[config.mk]
export PLATFORM = sky130hd
export DESIGN_NAME = imem_responder
export DESIGN_NICKNAME = d
export VERILOG_FILES = /design/src/rtl/imem_pkg.sv /design/src/rtl/imem_array.sv /design/src/rtl/imem_responder.sv
export SDC_FILE = /design/constraint.sdc
export NUM_CORES = 1
export LEC_CHECK = 0
export CORE_ASPECT_RATIO = 0.8
export CORE_UTILIZATION = 66
export DETAILED_ROUTE_END_ITERATION = 12
export PLACE_DENSITY = 0.88
export SLEW_MARGIN = 20
export SYNTH_ARGS = -nofsm -noshare
export SYNTH_HDL_FRONTEND = slang
export SYNTH_SLANG_ARGS = --single-unit
[constraint.sdc]
create_clock -name clk -period 2.7 [get_ports clk]
set_input_delay 0.405 -clock clk [delete_from_list [all_inputs] [get_ports clk]]
set_output_delay 0.405 -clock clk [all_outputs]
set_load 0.02 [all_outputs]
[src/rtl/imem_pkg.sv]
// Shared types and constants for the instruction-memory responder.
package imem_pkg;

    localparam int INSTR_BITS_DEF = 16;

    // Value returned for misaligned fetches and written by the clear sweep.
    localparam logic [INSTR_BITS_DEF-1:0] NOP_WORD = '0;

    typedef enum logic [1:0] {
        CLEAR = 2'd0,
        IDLE  = 2'd1,
        RESP  = 2'd2
    } imem_state_e;

endpackage

[src/rtl/imem_array.sv]
// Instruction word store: one synchronous write port, one combinational read port.
// Contents are not reset; clearing is done by the responder's sweep.
module imem_array #(
    parameter int AW = 5,
    parameter int DW = 16
) (
    input  logic          clk,
    input  logic          we,
    input  logic [AW-1:0] waddr,
    input  logic [DW-1:0] wdata,
    input  logic [AW-1:0] raddr,
    output logic [DW-1:0] rdata
);

    logic [DW-1:0] mem [2**AW];

    // Single write port, shared by the clear sweep and the program-load port.
    always_ff @(posedge clk) begin
        if (we)
            mem[waddr] <= wdata;
    end

    assign rdata = mem[raddr];

endmodule

[src/rtl/imem_responder.sv]
// Instruction-memory responder: req/ready fetch handshake, held response until
// ack, program-load write port, optional power-on clear sweep.
// Optional feature macro: IMEM_CLEAR_EN (reset enters a sweep that zeroes the store).
module imem_responder
    import imem_pkg::*;
#(
    parameter int PC_BITS    = 6,
    parameter int INSTR_BITS = INSTR_BITS_DEF
) (
    input  logic                  clk,
    input  logic                  reset,
    input  logic                  fetch_req,
    input  logic [PC_BITS-1:0]    fetch_addr,
    output logic                  fetch_ready,
    output logic                  fetch_valid,
    output logic [INSTR_BITS-1:0] fetch_instr,
    output logic                  fetch_misalign,
    input  logic                  fetch_ack,
    input  logic                  prog_we,
    input  logic [PC_BITS-2:0]    prog_addr,
    input  logic [INSTR_BITS-1:0] prog_data,
    output logic                  busy
);

    localparam int WA = PC_BITS - 1;
    localparam logic [INSTR_BITS-1:0] NOP = INSTR_BITS'(NOP_WORD);

    imem_state_e           state_q, state_d;
    logic                  fetch_accept;
    logic                  mem_we;
    logic [WA-1:0]         mem_waddr;
    logic [INSTR_BITS-1:0] mem_wdata;
    logic [INSTR_BITS-1:0] mem_rdata;

`ifdef IMEM_CLEAR_EN
    localparam int WORDS = 1 << WA;
    localparam imem_state_e RST_STATE = CLEAR;
    logic [WA-1:0] clr_cnt;
    logic          sweep;

    assign sweep = (state_q == CLEAR);

    // Clear counter: walks word 0..last while sweeping, restarts on reset.
    always_ff @(posedge clk or posedge reset) begin
        if (reset)
            clr_cnt <= '0;
        else if (sweep)
            clr_cnt <= clr_cnt + 1'b1;
    end

    // Sweep owns the write port; loads only land outside CLEAR.
    always_comb begin
        mem_we    = sweep | prog_we;
        mem_waddr = sweep ? clr_cnt : prog_addr;
        mem_wdata = sweep ? NOP : prog_data;
    end

    assign busy = sweep;
`else
    localparam imem_state_e RST_STATE = IDLE;

    // No sweep: the load port owns the write port outright.
    always_comb begin
        mem_we    = prog_we;
        mem_waddr = prog_addr;
        mem_wdata = prog_data;
    end

    assign busy = 1'b0;
`endif

    // State register.
    always_ff @(posedge clk or posedge reset) begin
        if (reset)
            state_q <= RST_STATE;
        else
            state_q <= state_d;
    end

    // Next-state and handshake decode; a load write outranks a fetch in IDLE.
    always_comb begin
        state_d     = state_q;
        fetch_ready = 1'b0;
        case (state_q)
`ifdef IMEM_CLEAR_EN
            CLEAR: begin
                if (clr_cnt == WA'(WORDS - 1))
                    state_d = IDLE;
            end
`endif
            IDLE: begin
                fetch_ready = !prog_we;
                if (!prog_we && fetch_req)
                    state_d = RESP;
            end
            RESP: begin
                if (fetch_ack)
                    state_d = IDLE;
            end
            default: state_d = IDLE;
        endcase
    end

    assign fetch_accept = fetch_ready && fetch_req;
    assign fetch_valid  = (state_q == RESP);

    // Response registers: captured once on accept, then held through RESP so a
    // load into the same word cannot disturb a response already in flight.
    always_ff @(posedge clk or posedge reset) begin
        if (reset) begin
            fetch_instr    <= '0;
            fetch_misalign <= 1'b0;
        end else if (fetch_accept) begin
            fetch_instr    <= fetch_addr[0] ? NOP : mem_rdata;
            fetch_misalign <= fetch_addr[0];
        end
    end

    imem_array #(
        .AW (WA),
        .DW (INSTR_BITS)
    ) u_array (
        .clk   (clk),
        .we    (mem_we),
        .waddr (mem_waddr),
        .wdata (mem_wdata),
        .raddr (fetch_addr[PC_BITS-1:1]),
        .rdata (mem_rdata)
    );

endmodule

# After elaboration in Yosys (flattened, before gate mapping)

Memories as Yosys holds them, arrays and structs flattened.
Index checks and enable logic that the tools add are counted.

Muxes and demuxes: 7
Equal/unequal tests: 4
Reduce and logical (&&, ||, !) cells: 4

Operators with widths:

| cell                 | number |
|---|---|
| $mux W16             | 1 |
| $mux W2              | 2 |
| $pmux W2 S2          | 1 |
| $mux W1              | 3 |
| $eq A2 B1 Y1 const B | 1 |
| $eq A2 B2 Y1 const B | 1 |
| $logic_and A1 B1 Y1  | 2 |
| $ne A2 B1 Y1 const B | 1 |
| $ne A2 B2 Y1 const B | 1 |
| $reduce_and A2 Y1    | 1 |
| $logic_not A1 Y1     | 1 |

RAM bits: 512
Logic and storage cells: 19
Register bits: 19
Memories: 1
Output and inout port bits: 20
Bits of input ports: 32

Memories:

| memory      | words | width | rd ports | clocked after Yosys merged registers in | wr ports | RTL line         | text |
|---|---|---|---|---|---|---|---|
| u_array.mem | 32    | 16    | 1        | 0                                       | 1        | imem_array.sv:15 | `logic [DW-1:0] mem [2**AW];` |

# Logic depth before layout (Yosys ltp)

Gate-level depths: netlist (run 1).

Depth after elaboration: 4
Mapped depth: 10
Depth with buffers taken out: 5

# Modules after synthesis

From an unflattened synthesis (run 1), not the netlist that was laid out.

Cells, all modules: 1191
Area total of the unflattened synthesis: 21116.5 um^2

By module, submodules not included:

| module         | cells each | times used | seq. area each (um^2) | area an instance (um^2) |
|---|---|---|---|---|
| imem_array     | 1127       | 1          | 15374.7               | 20215.6 |
| imem_responder | 64         | 1          | 476.7                 | 900.9 |

# Worst setup path before layout (run 1)

Ideal clock, no wire load.

Path kind: register to register
Start: register state_q[0]
End: register fetch_instr[0]
Required time: 2590 ps
Arrival: 2076 ps
Library setup time: 110 ps
Slack: 513 ps
Buffers on the path: 1
Stages on the path, launching flop included: 5
Clock period less this slack: 2187 ps
Cells stage by stage: dfstp_2 nor3b_1 nand3b_1 clkbuf_1 o41ai_1

Longest elaborated chain between the ends: 3

RTL lines:

| what                     | RTL line              | text |
|---|---|---|
| start: declaration       | imem_responder.sv:28  | `imem_state_e state_q, state_d;` |
| start signal: assignment | imem_responder.sv:77  | `state_q <= state_d;` |
| $eq A2 B1 Y1             | imem_responder.sv:84  | `case (state_q)` |
| $mux W1                  | imem_responder.sv:84  |  |
| named net fetch_ready    | imem_responder.sv:14  | `output logic fetch_ready,` |
| $logic_and A1 B1 Y1      | imem_responder.sv:104 | `assign fetch_accept = fetch_ready && fetch_req;` |
| end signal: assignment   | imem_responder.sv:114 | `fetch_instr <= fetch_addr[0] ? NOP : mem_rdata;` |
| end: declaration         | imem_responder.sv:16  | `output logic [INSTR_BITS-1:0] fetch_instr,` |

The timed path passes the listed nets, and every way through them passes these cells.
A chain may end at the register's enable or synchronous reset.

# Final worst setup path (run 1)

Start: register state_q[0]
End: output fetch_ready

Longest elaborated chain between the ends: 2

RTL lines:

| what             | RTL line |
|---|---|
| $eq A2 B1 Y1     | imem_responder.sv:84 |
| $mux W1          | imem_responder.sv:84 |
| end: declaration | imem_responder.sv:14 |

Every way passes these cells.

==> results of run 1 <==
==> worst register-to-register path, stage by stage (launching register included) <==
cell and delay, ns:
edfxtp_1 0.37, mux4_2 0.46, nor2b_1 0.17, a211oi_1 0.78
o41ai_1 0.18
==> power by group through the flow <==
stage	Combinational [mW]	Sequential (mW)	Clock, mW
after global routing	1.25	9.26	7.05
after floorplan	0.573	9.45	0
final	1.20	9.26	6.72
after CTS	1.19	9.26	6.75
after global placement	1.13	9.42	0
after detailed placement	1.17	9.43	0
==> stage by stage <==
stage               hold slack [ns]  utilization, %  power, mW
floorplan                     0.355               -       10.0
global placement              0.468            72.5       10.5
detailed placement            0.500            72.5       10.6
CTS                           0.421            77.5       17.2
global route                  0.434            77.5       17.6
finish                        0.414            77.5       17.2
==> sequential cells by signal (all words and copies together), names as in the netlist <==
| register | count |
|---|---|
| state_q | 2 |
| fetch_instr | 16 |
| u_array.mem | 512 |
| fetch_misalign | 1 |
==> kinds of logic after synthesis <==
logic type	share of synthesized area [%]
flip-flops	76.3
AND/OR/NAND/NOR	2.20
AO/OA/AOI/OAI	5.30
other	0.0181
buffers and inverters	1.92
multiplexers	14.3
==> cell type report <==
class | count | area, um^2
clock buffer | 60 | 1260
clock inverter | 27 | 267
fill | 1487 | 6910
inverter | 3 | 11.3
multi-input combinational | 446 | 4530
sequential | 531 | 15900
tap | 413 | 517
timing repair buffer | 131 | 1330
==> worst paths after layout <==
| check | endpoint | slack [ns] | startpoint |
|---|---|---|---|
| setup / recovery | fetch_ready | 0.07 | state_q[0]$_DFFE_PP1P_ |
| hold / removal | fetch_instr[2]$_DFFE_PP0P_ | 0.41 | reset |
| setup reg to reg | fetch_instr[13]$_DFFE_PP0P_ | 0.58 | u_array.mem[27][13]$_DFFE_PP_ |
| hold reg to reg | fetch_misalign$_DFFE_PP0P_ | 0.51 | fetch_misalign$_DFFE_PP0P_ |
| max in group asynchronous | fetch_instr[13]$_DFFE_PP0P_ | 1.61 | reset |
| min in group clk | state_q[1]$_DFFE_PP0P_ | 0.43 | fetch_ack |
==> layer usage <==
| metal | part of all wire (%) | up-vias | GRT usage (%) |
|---|---|---|---|
| li1 | - | 4503 | - |
| met1 | 35 | 5671 | 41.2 |
| met2 | 50 | 813 | 52.7 |
| met3 | 11 | 168 | 6.57 |
| met4 | 4.5 | 0 | 14.4 |
| met5 | 0 | - | 0 |
==> cell usage after synthesis, drive strengths merged <==
master,instances,area [um^2]
mux4,64,1460
o21ai,1,5.00
inv,3,11.3
and2,1,6.26
clkbuf,25,101
nor3b,1,7.51
o41ai,14,160
conb,1,3.75
nand3b,6,45.0
buf,35,287
a22o,16,140
nand3,6,30.0
nand2,23,86.3
edfxtp,512,15400
a221oi,16,215
dfstp,1,26.3
nor2,35,131
or3b,3,26.3
mux2i,130,1300
nand2b,2,12.5
a22oi,34,255
mux2,17,203
or3,1,6.26
a211oi,14,105
nor2b,17,106
dfrtp,18,450
a21oi,44,220
==> cell usage in the layout, fill, tap and decap left out, types with 4 or more instances in the layout <==
cell type and count:
buf_12 18, a21oi_1 44, clkbuf_1 11, nand3b_1 6, a221oi_2 12, a22o_1 16
a22oi_1 34, nor2_1 34, nand2_1 23, mux2i_1 130, o41ai_1 9, mux2_2 14
clkinv_2 9, buf_4 63, clkdlybuf4s50_1 47, a211oi_1 14, mux4_2 60, mux4_1 4
bufinv_16 5, clkbuf_16 48, edfxtp_1 512, clkinv_1 10, dfrtp_1 18, a221oi_1 4
nor2b_1 15, nand3_1 6, o41ai_2 5
==> results summary, run 1 <==
The placed cell area came out at 22200 um^2. During I/O placement, the number of pins put on the boundary was 52. The placer's final routability congestion estimate is 0.838. Global routing finished with a remaining overflow of 0. The power density over the cells came out at 723 nW/um^2. The synthesized net count came out at 1072.

The routed via count divided by cell count is 6.92. The signal on the critical path passes through nor3b_1 -> clkdlybuf4s50_1. The total routing resource utilization after global routing is 31.7%. Summing every instance area after synthesis gives 20800 um^2.

The achievable frequency is 380 MHz. The total negative slack for setup checks is 0 ns. Counting flops and latches in the post-synthesis netlist gives 531. The initial core utilization came out at 67.7%. The total iterations of the first detailed-routing run is 6.

The actual slew at the worst max-slew pin came out at 1.08 ns. The final net count is 1192. Data arrives at the worst endpoint at 2.23 ns. The core region area is 30700 um^2.

The number of DRC violations after detailed-routing iteration 0 came out at 1317. Max-cap violations in this run came to 0. The worst hold path belongs to the class input pin to async pin.

VDD sags by at most 689 uV. The residual antenna-violating net count after detailed routing came out at 0. The fraction of layout instances using a drive strength above 1 is 21.0%. Setup violations remaining at the end of the flow were counted as 0. The count of synthesis-stage warnings from yosys is 0.

Measured along the y axis, the die boundary spans 161 um. The maximum root-to-sink buffer count came out at 3. The delay contributed by the slowest stage of the critical path is 0.73 ns. The share of total power dissipated in sequential elements is 53.9%.

The worst register-to-register path has a depth of 4. The filler-free cell count of the finished design came out at 1611. Measured along the x axis, the die boundary spans 200 um. After detailed placement, the design holds a cell count of 1524. The pre-CTS setup slack is 0.111 ns. The type of the worst setup path is register to primary output. The detailed-route DRC error count is 0. The worst setup slack after layout came out at 0.0681 ns. The final max-slew violation count is 0. The internal portion of the total power is 13.4 mW.

CTS built an H-tree with a depth of 2. The number of library cell types mapped by synthesis came out at 36. Clock latency on the worst-skew pair, taken at its later pin, is 0.60 ns.

The relative slew slack came out at 27.8%. The clock period minus worst slack came out at 2.63 ns. The analysis attributes to cell leakage a power of 8.04 nW. Together, buffers and inverters on the worst path number 1.

The first global-routing pass estimated 72300 um of wire. The number of diodes came out at 0. In this design, the largest share of critical-path delay is due to buffers and inverters. The die area came out at 32200 um^2.

At the worst endpoint, the required time is 2.30 ns. The instance count on the critical path is 2. For this design the total switching power over the nets is 3.75 mW. The design area is 23800 um^2. After clock tree synthesis, the clock-pin slew on the worst setup and hold paths is 0.07 ns. The switching share of total power came out at 21.8%. The routed via count came out at 11200.

The tree is rooted in a clkbuf_16. The final worst clock skew came out at 0.0339 ns. The quantity of gates resized following cts is 0. The number of endpoints with negative hold slack in the final report is 0.

For this design, the CTS-stage hold fixing added 0 buffers. The number of clock buffers inserted by TritonCTS is 47. STA classifies the critical path startpoint as a register.

The via count of the first global-routing pass is 11400. For this run, the register share of the synthesized area comes to 76.3%. Setup repair after global routing left no endpoint under its margin. The average instance area after synthesis came out at 20.0 um^2. Synthesis handed over a netlist of 1040 instances.

The HPWL reported at the end of detailed placement is 28700 um. The number of setup buffers added after CTS came out at 0. TritonCTS built the clock tree. The run finished with clean final reports. The clock net sink count is 531. The area growth from synthesis to layout came out at 14.4%.

The initial antenna violation count is 0. The number of rows in the core area came out at 57. The count of buffers added on input and output ports is 50.

The part of the total power dissipated in the clock network came out at 39.1%. The proportion of power drawn by combinational gates came out at 7.0%. The final critical path takes up 97.5% of the cycle. The peak fanout along the critical path came out at 3. The routed wire length came out at 50000 um. The routed length per instance came out at 31.0 um. The worst setup path is captured at a primary output.

Among all stages on the critical path, the largest delay is contributed by clkdlybuf4s50_1. The maximum number of pins on one net before global-route repair came out at 51.
Power figures use the tool's default switching activity.
==> inputs of run 2 (changes only) <==
- SETUP_SLACK_MARGIN: unset -> 0.1
==> run 2 against run 1 <==
  * Critical path depth unchanged
  * Wire length decreased by 0.17%
  * Clock skew about the same
  * Global-route usage unchanged
  * Flip-flop and latch count unchanged
  * Core utilization about the same
==> results summary, run 2 (synthesis results as in run 1) <==
The total congestion overflow after global routing is 0. The routed wire length came out at 49900 um. The routed length per instance is 31.0 um. The final critical path takes up 85.8% of the cycle. The maximum root-to-sink buffer count came out at 3. Once detail routing completed, the nets flagged for antenna violations numbered 0. The total routing resource utilization after global routing came out at 31.7%. The most critical setup path has its startpoint at state_q[0]$_DFFE_PP1P_. The die area came out at 32200 um^2. The critical path ends at fetch_ready. The power density over the cells came out at 723 nW/um^2. The routed via count divided by cell count came out at 6.89. The clock arrives with 0.0340 ns of skew. The number of clock buffers inserted by TritonCTS came out at 47.

The filler-free cell count of the finished design is 1611. The area growth from synthesis to layout is 14.4%. The leakage component of the power came out at 8.04 nW. For the pin with the worst max-slew slack, the measured transition is 1.08 ns.

The source-to-sink clock delay at the later pin of the worst-skew pair came out at 0.60 ns. Data arrives at the worst endpoint at 1.91 ns. The height of the die came out at 161 um. STA classifies the critical path startpoint as a register. The fraction of layout instances using a drive strength above 1 came out at 21.0%.

The quantity of gates resized following cts is 1. The endpoint identified for the worst register-to-register timing path is fetch_instr[13]$_DFFE_PP0P_. The worst register-to-register path has a depth of 4. The library cell used most frequently in the layout, excluding fill and tap cells, is edfxtp_1. TritonCTS built the clock tree. The initial antenna violation count is 0. The total instance count after detailed placement is 1524. The clock root buffer is clkbuf_16. The total negative slack for setup checks is 0 ns. The relative slew slack is 27.6%. The net count of the finished layout is 1192. The worst register-to-register path begins at u_array.mem[27][13]$_DFFE_PP_. The number of rows in the core area came out at 57. The total iterations of the first detailed-routing run is 5. The repair_antennas step left the layout with diodes totalling 0. Setup repair after global routing left no endpoint under its margin. STA classifies the critical path endpoint as a primary output. The total of buffers placed on input and output ports came out at 50. The number of setup buffers added after CTS is 0.

The wire length of the first global-routing pass came out at 72300 um. The via count of the first global-routing pass is 11400. Entering global routing, the biggest net connects 51 pins. The worst path in the final design needs a cycle of 2.32 ns, including I/O delays and setup. Once detailed placement completed, the half-perimeter wirelength came to 28700 um. The placed cell area is 22200 um^2.

The design area came out at 23800 um^2. The total area of multi-input combinational cells came out at 4530 um^2. The data required time of the worst path came out at 2.30 ns. Buffers inserted to repair hold after CTS numbered 0.

The reported max-cap violation count is 0. At the end of routability-driven placement, the weighted congestion stood at 0.838. The clock input transition at the sequential cells of the worst setup and hold paths came out at 0.07 ns.

The total area of sequential cells came out at 15900 um^2. The final max-slew violation count is 0. The detailed-route DRC error count came out at 0.

The detailed router placed 11100 vias in this run. The largest voltage drop on the vdd net is 688 uV. The register with the most flip-flops in the layout has 512 of them. For flop-to-flop paths, the worst setup slack is 0.59 ns. The completed layout was analyzed and its total power is 17.2 mW. The clock net sink count came out at 531. The core region area is 30700 um^2. The fill cell total of the finished layout came out at 1488.

The achievable frequency is 432 MHz. The peak fanout along the critical path came out at 3. Once the floorplan was initialized, standard cells occupied 67.7% of the core.

Counting flops per register, the top entry is u_array.mem. The run finished with clean final reports. The critical path is of the register to primary output type. The H-tree depth is 2. The horizontal die dimension is 200 um. Leaving out fill and tap cells, the most frequent cells in the layout are edfxtp_1, mux2i_1, buf_4. The largest registers in the layout are u_array.mem (512), fetch_instr (16), state_q (2). For this block, the initial DRC count from the detailed router was 1312. The number of top-level design ports is 52. The class of the tightest hold or removal check is input pin to async pin.

The minimum hold slack came out at 0.411 ns. Setup violations remaining at the end of the flow were counted as 0. The number of endpoints with negative hold slack in the final report came out at 0.
==> run 2: worst min path at each step <==
stage / cells past startpoint / slack [ns] / from / end
after floorplan: 1 / 0.36 / reset / fetch_instr[0]$_DFFE_PP0P_
after global placement: 2 / 0.47 / fetch_instr[3]$_DFFE_PP0P_ / fetch_instr[3]$_DFFE_PP0P_
after detailed placement: 1 / 0.50 / fetch_misalign$_DFFE_PP0P_ / fetch_misalign$_DFFE_PP0P_
after CTS: 2 / 0.42 / reset / fetch_instr[2]$_DFFE_PP0P_
after global routing: 2 / 0.43 / reset / fetch_instr[15]$_DFFE_PP0P_
final: 2 / 0.41 / reset / fetch_instr[2]$_DFFE_PP0P_
==> run 2: per-stage QoR <==
stage	setup slack [ns]	util [%]
detailed placement	0.111	72.5
global placement	0.112	72.5
finish	0.383	77.5
global route	0.351	77.5
CTS	0.378	77.5
floorplan	0.513	-
==> run 2: power breakdown <==
part / internal [mW] / total, mW / switching, mW
combinational: 0.481 / 1.20 / 0.716
sequential: 9.17 / 9.26 / 0.0886
clock: 3.78 / 6.72 / 2.94
total: 13.4 / 17.2 / 3.75
==> run 2: critical path: stages (launching register included) <==
cell,delay (ns)
dfstp_2,0.52
nor3b_1,0.38
dlygate4sd2_1,0.42
==> run 2: layout make-up <==
| class | count | share of cell area, % |
|---|---|---|
| clock buffers | 60 | 5.29 |
| inverters | 3 | 0.0474 |
| flip-flops and latches | 531 | 66.7 |
| multi-input cells | 446 | 19.1 |
| clock inverters | 27 | 1.12 |
| well taps | 413 | 2.17 |
| repair buffers | 131 | 5.59 |
==> run 2: per-layer routing <==
layer / vias up / routed length (um) / track usage, %
li1: 4504 / - / -
met1: 5652 / 17500 / 41.2
met2: 782 / 24800 / 52.7
met3: 161 / 5340 / 6.57
met4: 0 / 2250 / 14.4
met5: - / 0 / 0
